===== src/rtl/fifo_pkg.sv =====
// Shared defaults for the FIFO slice; the modules take these as parameter defaults.
package fifo_pkg;
  localparam int FIFO_WIDTH_DFLT      = 8;
  localparam int FIFO_DEPTH_DFLT      = 32;
  localparam int FIFO_ADDR_WIDTH_DFLT = 8;
endpackage


===== src/rtl/fifo_mem.sv =====
// Simple dual-port register array: one write port, one registered read port.
// The array itself is never reset; only the read-data register is.
module fifo_mem
  import fifo_pkg::*;
#(
  parameter int WIDTH = FIFO_WIDTH_DFLT,
  parameter int DEPTH = FIFO_DEPTH_DFLT,
  parameter int PTR_W = $clog2(DEPTH)
) (
  input  logic             clk,
  input  logic             rst_n,
  input  logic             we,
  input  logic [PTR_W-1:0] waddr,
  input  logic [WIDTH-1:0] wdata,
  input  logic             re,
  input  logic [PTR_W-1:0] raddr,
  output logic [WIDTH-1:0] rdata
);

  logic [WIDTH-1:0] r_mem [DEPTH];
  logic [WIDTH-1:0] r_rdata;

  // Storage write; contents survive reset.
  always_ff @(posedge clk) begin
    if (we) r_mem[waddr] <= wdata;
  end

  // Registered read; holds its value when no read is accepted.
  always_ff @(posedge clk or negedge rst_n) begin
    if (!rst_n)  r_rdata <= '0;
    else if (re) r_rdata <= r_mem[raddr];
  end

  assign rdata = r_rdata;

endmodule


===== src/rtl/fifo.sv =====
// Single-clock FIFO: pointer, occupancy and flag control around fifo_mem.
// Writes and reads are each qualified against the pre-edge full/empty flags.
module fifo
  import fifo_pkg::*;
#(
  parameter int WIDTH      = FIFO_WIDTH_DFLT,
  parameter int DEPTH      = FIFO_DEPTH_DFLT,
  parameter int ADDR_WIDTH = FIFO_ADDR_WIDTH_DFLT
) (
  input  logic                  clk,
  input  logic                  rst_n,
  input  logic [WIDTH-1:0]      data_in,
  input  logic                  wr_en,
  input  logic                  rd_en,
  output logic [WIDTH-1:0]      data_out,
  output logic                  empty,
  output logic                  almost_empty,
  output logic                  full,
  output logic                  almost_full,
  output logic                  valid,
  output logic                  overflow,
  output logic                  underflow,
  output logic [ADDR_WIDTH:0]   count
);

  localparam int PTR_W = $clog2(DEPTH);
  localparam int CNT_W = ADDR_WIDTH + 1;

  localparam logic [CNT_W-1:0] C_FULL  = CNT_W'(DEPTH);
  localparam logic [CNT_W-1:0] C_AFULL = CNT_W'(DEPTH - 1);
  localparam logic [CNT_W-1:0] C_ONE   = CNT_W'(1);
  localparam logic [PTR_W-1:0] P_ONE   = PTR_W'(1);

  logic [PTR_W-1:0] r_wptr;
  logic [PTR_W-1:0] r_rptr;
  logic [CNT_W-1:0] r_count;
  logic             r_valid;
  logic             r_overflow;
  logic             r_underflow;

  logic             w_wr_acc;
  logic             w_rd_acc;
  logic             w_full;
  logic             w_empty;

  // Flags decode straight from the count register.
  assign w_full       = (r_count == C_FULL);
  assign w_empty      = (r_count == '0);
  assign w_wr_acc     = wr_en & ~w_full;
  assign w_rd_acc     = rd_en & ~w_empty;

  assign full         = w_full;
  assign empty        = w_empty;
  assign almost_full  = (r_count == C_AFULL);
  assign almost_empty = (r_count == C_ONE);
  assign count        = r_count;
  assign valid        = r_valid;
  assign overflow     = r_overflow;
  assign underflow    = r_underflow;

  // Pointers wrap naturally at DEPTH since DEPTH is a power of two.
  always_ff @(posedge clk or negedge rst_n) begin
    if (!rst_n) begin
      r_wptr <= '0;
      r_rptr <= '0;
    end else begin
      if (w_wr_acc) r_wptr <= r_wptr + P_ONE;
      if (w_rd_acc) r_rptr <= r_rptr + P_ONE;
    end
  end

  // Occupancy: net change of accepted writes minus accepted reads.
  always_ff @(posedge clk or negedge rst_n) begin
    if (!rst_n) begin
      r_count <= '0;
    end else begin
      case ({w_wr_acc, w_rd_acc})
        2'b10:   r_count <= r_count + C_ONE;
        2'b01:   r_count <= r_count - C_ONE;
        default: r_count <= r_count;
      endcase
    end
  end

  // One-cycle strobes: read-data valid and rejected-request errors.
  always_ff @(posedge clk or negedge rst_n) begin
    if (!rst_n) begin
      r_valid     <= 1'b0;
      r_overflow  <= 1'b0;
      r_underflow <= 1'b0;
    end else begin
      r_valid     <= w_rd_acc;
      r_overflow  <= wr_en & w_full;
      r_underflow <= rd_en & w_empty;
    end
  end

  fifo_mem #(
    .WIDTH (WIDTH),
    .DEPTH (DEPTH),
    .PTR_W (PTR_W)
  ) u_mem (
    .clk   (clk),
    .rst_n (rst_n),
    .we    (w_wr_acc),
    .waddr (r_wptr),
    .wdata (data_in),
    .re    (w_rd_acc),
    .raddr (r_rptr),
    .rdata (data_out)
  );

endmodule


===== config.mk =====
export PLATFORM = sky130hd
export DESIGN_NAME = fifo
export DESIGN_NICKNAME = d
export VERILOG_FILES = /design/src/rtl/fifo_pkg.sv /design/src/rtl/fifo_mem.sv /design/src/rtl/fifo.sv
export SDC_FILE = /design/constraint.sdc
export NUM_CORES = 1
export LEC_CHECK = 0
export ABC_AREA = 1
export CAP_MARGIN = 20
export CORE_UTILIZATION = 40
export DETAILED_ROUTE_END_ITERATION = 8
export GPL_ROUTABILITY_DRIVEN = 0
export SYNTH_ARGS = -nofsm -noshare
export SYNTH_HDL_FRONTEND = slang
export SYNTH_SLANG_ARGS = --single-unit

===== constraint.sdc =====
create_clock -name clk -period 3.8 [get_ports clk]
set_input_delay 0.38 -clock clk [delete_from_list [all_inputs] [get_ports clk]]
set_output_delay 0.38 -clock clk [all_outputs]
set_load 0.01 [all_outputs]

# Word level (Yosys, flattened, before mapping)
# Memory sizes are Yosys's and may differ from the RTL's. A register that Yosys moved wholly into a read port is not among the register bits.
# Cells that the tools add are included.
[totals]
mem_bits_rw = 256
register_bits = 22
wordCells = 28
inputBits = 12
out_inout_bits = 24
n_memories = 1
[classes]
muxes = 3
n_eq_ne = 5
n_bitwise = 6
reduce_logical = 3
n_addsub = 4
[memory_table]
columns = ["memory", "words", "word_bits", "rd", "rd_clocked_by_memory_dff", "wr", "line", "rtl"]
rows = [
  ["u_mem.r_mem", 32, 8, 1, 1, 1, "fifo_mem.sv:20", "logic [WIDTH-1:0] r_mem [DEPTH];"],
]
[ops]
columns = ["operator", "count"]
rows = [
  ["$pmux 9 s2", 1],
  ["$add 5x1->5 const B", 2],
  ["$add 9x1->9 const B", 1],
  ["$eq 9x1->1 const B", 1],
  ["$eq 9x5->1 const B", 1],
  ["$eq 9x6->1 const B", 1],
  ["$logic_not 9->1", 1],
  ["$sub 9x1->9 const B", 1],
  ["$and 1x1->1", 4],
  ["$eq 2x1->1 const B", 1],
  ["$eq 2x2->1 const B", 1],
  ["$mux 1", 2],
  ["$not 1->1", 2],
  ["$reduce_bool 2->1", 1],
  ["$logic_not 1->1", 1],
]

# Logic depth before layout (Yosys ltp)
[logic_depth]
ltp_word = 5
ltp_mapped = 16
ltp_nobuf = 15

# Cells and area by module
# From an unflattened synthesis, not the netlist that was laid out.
[unflattened]
hier_cells = 1092
hier_area_um2 = 12087.8
[by_module_without_submodules]
columns = ["mod", "seq_area_each_um2", "n_inst", "area_per_inst_um2", "cells_each"]
rows = [
  ["fifo_mem", 7887.6, 1, 10765.3, 924],
  ["fifo", 550.5, 1, 1322.5, 168],
]

# Worst setup path before layout
# OpenSTA, ideal clock, no wires.
[synth_timing]
path_type = "register -> register"
startpoint = "register r_count[0] (netlist: count[0])"
endpoint = "register r_count[5] (netlist: count[5])"
path_stages_with_launch = 16
required_time_ns = 3.682
n_path_buf = 1
setup_slack_ns = 1.509
setup_time_ns = 0.118
synth_period_minus_slack_ns = 2.291
t_arrival_ns = 2.173
cell_sequence = "dfrtp_1 -> inv_1 -> ha_1 -> nand2_1 -> nor2_1 -> nand2_1 -> nand2_2 -> inv_1 -> buf_6 -> ha_1 -> inv_1 -> nand4_1 -> o22ai_1 -> nand2_1 -> xor2_1 -> inv_1"
[synth_between]
elab_chain_len = 5
elab_cells_between_ends = 12
classes_between = "add/sub (2); eq/ne (3); mux (1); bitwise (4); reduce/logical (2)"
[synth_lines]
columns = ["item", "line", "rtl"]
rows = [
  ["start: declaration", "fifo.sv:36", "logic [CNT_W-1:0] r_count;"],
  ["start signal: assignment", "fifo.sv:78", "2'b10: r_count <= r_count + C_ONE;"],
  ["start signal: assignment", "fifo.sv:79", "2'b01: r_count <= r_count - C_ONE;"],
  ["start signal: assignment", "fifo.sv:80", "default: r_count <= r_count;"],
  ["$logic_not 9->1 *", "fifo.sv:48", "assign w_empty = (r_count == '0);"],
  ["$not 1->1 *", "fifo.sv:50", "assign w_rd_acc = rd_en & ~w_empty;"],
  ["$and 1x1->1 *", "fifo.sv:50", ""],
  ["via u_mem.re", "fifo_mem.sv:15", "input logic re,"],
  ["$eq 2x1->1 or $eq 2x2->1 (tied branches)", "fifo.sv:77", "case ({w_wr_acc, w_rd_acc})"],
  ["$pmux 9 s2 or $reduce_bool 2->1 (tied branches)", "-", ""],
]
# The timed path passes the listed nets; every way through them passes the cells marked *.
# A chain may end at the register's enable or synchronous reset.

# Worst setup path after layout
[layout_timing]
startpoint = "register r_count[1] (netlist: count[1])"
endpoint = "register r_count[5] (netlist: count[5])"
[layout_between]
elab_chain_len = 5
elab_cells_between_ends = 12
classes_between = "add/sub (2); eq/ne (3); mux (1); bitwise (4); reduce/logical (2)"
[layout_lines]
columns = ["item"]
rows = [
  ["parallel branches: the longest is 5 deep, another holds $sub 9x1->9"],
]
# Several ways; the timed one is not identified.

==> impl_metrics.yaml <==
layout:
  register_area_um2: 8440
  diodes: 0
  nets: 1246
  syn2layout_area_growth_pct: 13.5
  fill_cells: 2867
  multiInputGateArea_um2: 3220
  final_cell_area_um2: 14100
  final_layout_size_suffix_gt1_share_pct: 7.05
  fin_cells: 1644
drt:
  finalWirelength_mm: 29.2
  wire_per_inst_um: 17.8
  drc: 0
  final_antenna_net_count: 0
  dr.pass1.iters: 5
  drtIter0Drc: 705
  vias: 8209
  avgViaCountPerCell: 4.99
synthesis:
  synth_edf_count: 256
  yosysTopAreaCell: "edfxtp_1"
  synth_nets: 1216
  synthCells: 1194
  synth_top_cells_by_area: "edfxtp_1, nand2_1, nand3_1, dfrtp_1, inv_1"
  synthArstFlopShare_pct: 10.5
  yosys_warnings: 0
  ys_top_cells_by_count: "nand2_1, edfxtp_1, nand3_1"
  netlist_area_um2: 12500
  synth_top_area_share_pct: 61.7
  synth_cell_types: 30
  yosysMostFrequentCell: "nand2_1"
  synth_fa_ha_area_share_pct: 1.00
  synth_ff_type: "edfxtp_1"
  ys_ff_latch: 286
  synth_compound_area_share_pct: 1.82
  synth_xor_area_share_pct: 0.984
  yosys.area_share.simple_pct: 22.0
  syn_avg_cell_area_um2: 10.4
  synth_top_family_by_area: "simple AND/OR/NAND/NOR gates"
  synthMuxAreaShare_pct: 0
  seq_area_frac_synth_pct: 67.7
worst_setup_path:
  required_ns: 4.25
  arrival_ns: 3.37
  r2r_slack_ns: 0.88
  crit_slowest_cell: "dfrtp_1"
  start_kind: "flop"
  cp-end-kind: "flop"
  crit_type: "flop to flop"
  cpPeakStageDelay_ns: 0.42
  path_buf_inv: 4
  crit_fanout: 12
  cp_common_cell: "inv_1"
  critPathTopFamily: "simple AND/OR/NAND/NOR gates"
  path_cells: "inv_1, ha_1, nand2_1, nor2_1, nand2_1, nand2_2, inv_1, ha_1, inv_1, nand4_1, o22ai_1, nand2_1, xor2_1, inv_1"
placed_design:
  io_buffers: 35
  place_area_um2: 13100
  placed_cells: 1588
  dp_worst_setup_slack_ns: 0.878
  dp_hpwl_mm: 17.2
clocking:
  clk_latency_ns: 0.56
  tritoncts: "yes"
  postCtsSetupBuffers: 0
  cts_hold_buffers: 0
  cts_resized: 0
  root_buffer: "clkbuf_16"
  clock_sinks: 286
  cts_max_level: 1
  path_clk_slew_ns: 0.06
  cts_buffers: 30
  clockBufferDepth: 3
timing:
  max_slew_margin_pct: 41.8
  min_period_ns: 2.92
  fin_setup_tns_ns: 0
  tightest_slew_ns: 0.873
  hold_viol_final: 0
  max_freq_mhz: 342
  rsz0062_at_grt: "no"
  setup_viol: 0
  final.period_utilization_pct: 76.9
  worst_slack_ns: 0.879
  finalClockSkew_ns: 0.0104
  slew_violations: 0
  hold_slack_ns: 0.234
grt:
  globalRouteTotalUtil_pct: 18.9
  grt_pass1_vias: 7958
  grt_pass1_wl_mm: 45.7
  antenna_found_initial: 0
  overflow: 0
  grt_max_degree: 73
job:
  maxCapViolCount: 0
die:
  initial_core_util_pct: 40.7
  coreArea_um2: 30600
  die_w_um: 178
  fp-row-count: 64
  dieHeight_um: 178
  ios: 36
  dieArea_um2: 31900
pwr:
  peakVddDrop_mv: 0.386
  p_leak_nw: 5.69
  p_per_area_nw_per_um2: 725
min_path:
  holdCritPathClass: "input port to async pin"
status:
  outcome: "finished, final reports clean"
[flip-flops by register name (all words and copies together), names as in the netlist]
signal	count
u_mem.rdata	8
underflow	1
r_rptr	5
u_mem.r_mem	256
valid	1
count	9
overflow	1
r_wptr	5
[logic make-up after synthesis]
kind of cell | Yosys count
XOR/XNOR | 14
AO/OA/AOI/OAI | 40
adder cells (fa/ha/maj) | 10
buffers and inverters | 189
flip-flops | 286
AND/OR/NAND/NOR | 655
[worst reg2reg max path, stage by stage (launching register included)]
cell,delay [ns]
dfrtp_1,0.42
inv_1,0.16
ha_1,0.19
nand2_1,0.05
nor2_1,0.12
nand2_1,0.11
nand2_2,0.27
inv_1,0.29
ha_1,0.37
inv_1,0.21
nand4_1,0.19
o22ai_1,0.19
nand2_1,0.08
xor2_1,0.13
inv_1,0.05
[placed cells by master (no fill, tap or decap)]
cell type          n
nand2_1          383
edfxtp_1         256
nand3_1          166
inv_1            130
nor2_1            94
clkdlybuf4s50_1   33
clkbuf_16         32
dfrtp_1           28
a21oi_1           19
buf_4             15
xor2_1            12
o21ai_0           12
ha_1              10
clkinv_2           9
clkbuf_8           9
inv_2              4
o21ai_2            4
clkinv_1           4
nand2_2            3
nand2_8            3
clkbuf_1           3
nor3_1             2
o22ai_1            2
xnor2_1            2
nand4_2            1
nand3_2            1
nor2_2             1
nand4_1            1
o2111ai_1          1
o211ai_1           1
o31ai_1            1
clkinv_8           1
inv_8              1
clkbuf_2           1
buf_2              1
dfrtp_4            1
dfrtp_2            1
[through the flow]
stage,util [%],total power (W)
2_1_floorplan,-,0.00628
3_3_place_gp,42.9,0.00738
3_5_place_dp,42.9,0.00740
4_1_cts,46.2,0.0103
5_1_grt,46.2,0.0108
6_report,46.2,0.0102
[power breakdown]
group / switching, W / internal, W
Clock: 0.00120 / 0.00171
Sequential: 0.000328 / 0.00373
Combinational: 0.00226 / 0.00102
[path summary, 6_finish.rpt]
kind,to,start,cells after the start
max,count[5],count[1],14
min,count[7],rst_n,2
max reg2reg,count[5],count[1],14
min reg2reg,r_rptr[3],r_rptr[3],1
max in group asynchronous,r_rptr[0],rst_n,2
min in group clk,overflow,wr_en,3
[per-layer routing]
metal  global-route usage, %  wire [um]
met1                    26.8      13200
met2                    29.7      13400
met3                    3.77       2000
met4                    4.56        569
met5                       0          0
[cell type report]
cell class / instances / area share [%]
sequential: 286 / 59.7
multi-input combinational: 719 / 22.8
clock buffer: 44 / 6.62
inverter: 137 / 3.65
tap: 396 / 3.50
timing repair buffer: 50 / 3.20
clock inverter: 12 / 0.531
Power figures use the tool's default switching activity.
==> RTL edit, RTL diff (same settings) <==
`FIFO_DEPTH_DFLT`: 32 -> 64.
--- a/src/rtl/fifo_pkg.sv
+++ b/src/rtl/fifo_pkg.sv
@@ -1,7 +1,7 @@
 // Shared defaults for the FIFO slice; the modules take these as parameter defaults.
 package fifo_pkg;
   localparam int FIFO_WIDTH_DFLT      = 8;
-  localparam int FIFO_DEPTH_DFLT      = 32;
+  localparam int FIFO_DEPTH_DFLT      = 64;
   localparam int FIFO_ADDR_WIDTH_DFLT = 8;
 endpackage
 
Check against the original RTL: no difference found for any inputs over 4 cycles, from zero or initial values and one cycle with rst_n low; that may be too few to reach the edited logic, so the function may still have changed.
==> RTL edit against the unedited design <==
First-iteration DRC count is 83% higher; total power is 82% higher; routed wire length up 100%; utilization is 0.81 points lower; synthesized cell count rose by 58%; sequential cell count rose by 258; non-clock buffer count grew 15; clock skew grew 0.012 ns; setup slack worse by 0.18 ns; synthesized area rose by 81%; cell area up 78%; worst hold slack improved by 0.17 ns.
==> RTL edit: results (changes against the unedited design) <==
Clock tree
  – Max clock buf depth: 3 (unchanged)
  – Insertion delay to the later sink of the worst-skew pair: 0.60 ns (+0.04 ns)
  – Clock-pin slew on the worst setup and hold paths: 0.06 ns (about the same)
  – H-tree levels: 2 (+1)
  – CTS Buf Count: 53 (+77%)
  – Setup Buffers After CTS: 0 (unchanged)
  – Post-CTS sizing: 0 (unchanged)
  – CTS Hold Bufs: 2 (+2)

Global route
  – Vias in the first global route: 14050 (+77%)
  – Initial antenna violation count: 1 (+1)
  – GRT Util Overall: 20.79% (+1.9 points)
  – First-pass GRT wire length: 87.89 mm (+92%)
  – Largest net degree at the start of global routing: 260 (+260%)

Layout
  – Layout cells sized above 1: 6.982% (-0.070 points)
  – Largest register by flop count: u_mem.r_mem
  – ANT cells: 0 (unchanged)
  – Max reg flops: 512 (+100%)
  – Post-Layout Cell Count: 2696 (+64%)
  – Fill cells: 5056 (+76%)

Synth
  – Async set or reset register ratio after synthesis: 5.882% (-4.6 points)
  – Post-synth EDFFs: 512 (+100%)
  – Ys Warns: 0 (unchanged)
  – Post-synthesis xor/xnor area fraction: 0.7006% (-0.28 points)
  – Mapped Nets: 1910 (+57%)
  – Distinct cell type count of the synthesized netlist: 31 (+3.3%)
  – Register area share after synthesis: 71.89% (+4.1 points)
  – Avg Synthesized Cell Area: 11.90 sq um (+14%)
  – Adder-Cell Fraction of Synth Area: 0.3892% (-0.62 points)
  – Ys flop type: edfxtp_1
  – Top cells by count, synth: nand2_1 (640), edfxtp_1 (512), nand3_1 (314)
  – Largest cells by area after synthesis: edfxtp_1 (68%), nand2_1 (11%), nand3_1 (7.0%)
  – Compound-cell area share of the yosys netlist: 3.448% (+1.6 points)

Timing
  – Fin Setup TNS: 0 ns (unchanged)
  – Tcrit/Tclk final: 81.73% (+4.9 points)
  – Worst Tran Pin Value: 1.121 ns (+0.2479 ns)
  – Skew final: 0.02220 ns (+0.01177 ns)
  – Hold WS: 0.4008 ns (+0.1673 ns)

Worst hold path
  – Min-delay worst type: in2async

Worst setup path
  – Worst Setup SP: count[0]
  – Kind of cell adding the most delay to the critical path: simple AND/OR/NAND/NOR gates
  – CP max-delay cell: nor2_1
  – Setup crit end: u_mem.r_mem[48][5]
  – Arrival time worst endpoint: 3.33 ns (-0.04 ns)
  – Max incr delay on CP: 0.72 ns (+0.30 ns)
  – Worst r2r path cells: 7 (-7)
  – Flop2flop setup slack: 0.69 ns (-0.18 ns)

Pwr
  – Worst VDD drop: 0.7430 mV (+93%)
  – Switch share: 37.34% (+0.36 points)
  – Lkg Pwr: 0.008922 uW (+57%)

Drt
  – Routed WL: 58.73 mm (+100%)
  – DRT iter0 DRCs: 1289 (+83%)
  – DR pass1 iterations: 5 (unchanged)
  – Post-DR vias/cell: 5.391 (+8.0%)

Place
  – Inst Count DP: 2595 (+63%)
  – Port Buf Inserts: 35 (unchanged)
  – Dpl ws: 0.7213 ns (-0.1568 ns)
  – Post-DP HPWL: 34.34 mm (+99%)
  – Dpl cell area: 0.02339 sq mm (+78%)

Run status
  – Status: finished, final reports clean
RTL edit: per-layer routing:
metal	track usage, %	wire [um]	part of all wire, %	up-vias
met5	0	13	0.022	-
li1	-	-	-	6655
met4	7.284	1987	3.4	2
met1	28.41	25090	43	7154
met2	33.38	27220	46	607
met3	3.734	4414	7.5	116
RTL edit: area by class of cell:
type | instances | area (sq um) | share of cell area, %
Sequential cell | 544 | 16180 | 64.42
Tap cell | 748 | 935.9 | 3.726
Clock inverter | 24 | 217.7 | 0.8668
Timing Repair Buffer | 65 | 610.6 | 2.431
Multi-Input combinational cell | 1207 | 5550 | 22.10
Clock buffer | 75 | 1491 | 5.938
Inverter | 33 | 128.9 | 0.5131
RTL edit: power groups by stage:
stage	clock [uW]	combinational (uW)	sequential, uW
floorplan	0	4170	7260
global placement	0	6090	7330
detailed placement	0	6130	7340
CTS	5270	6160	7220
global route	5480	6750	7260
finish	5200	6190	7230
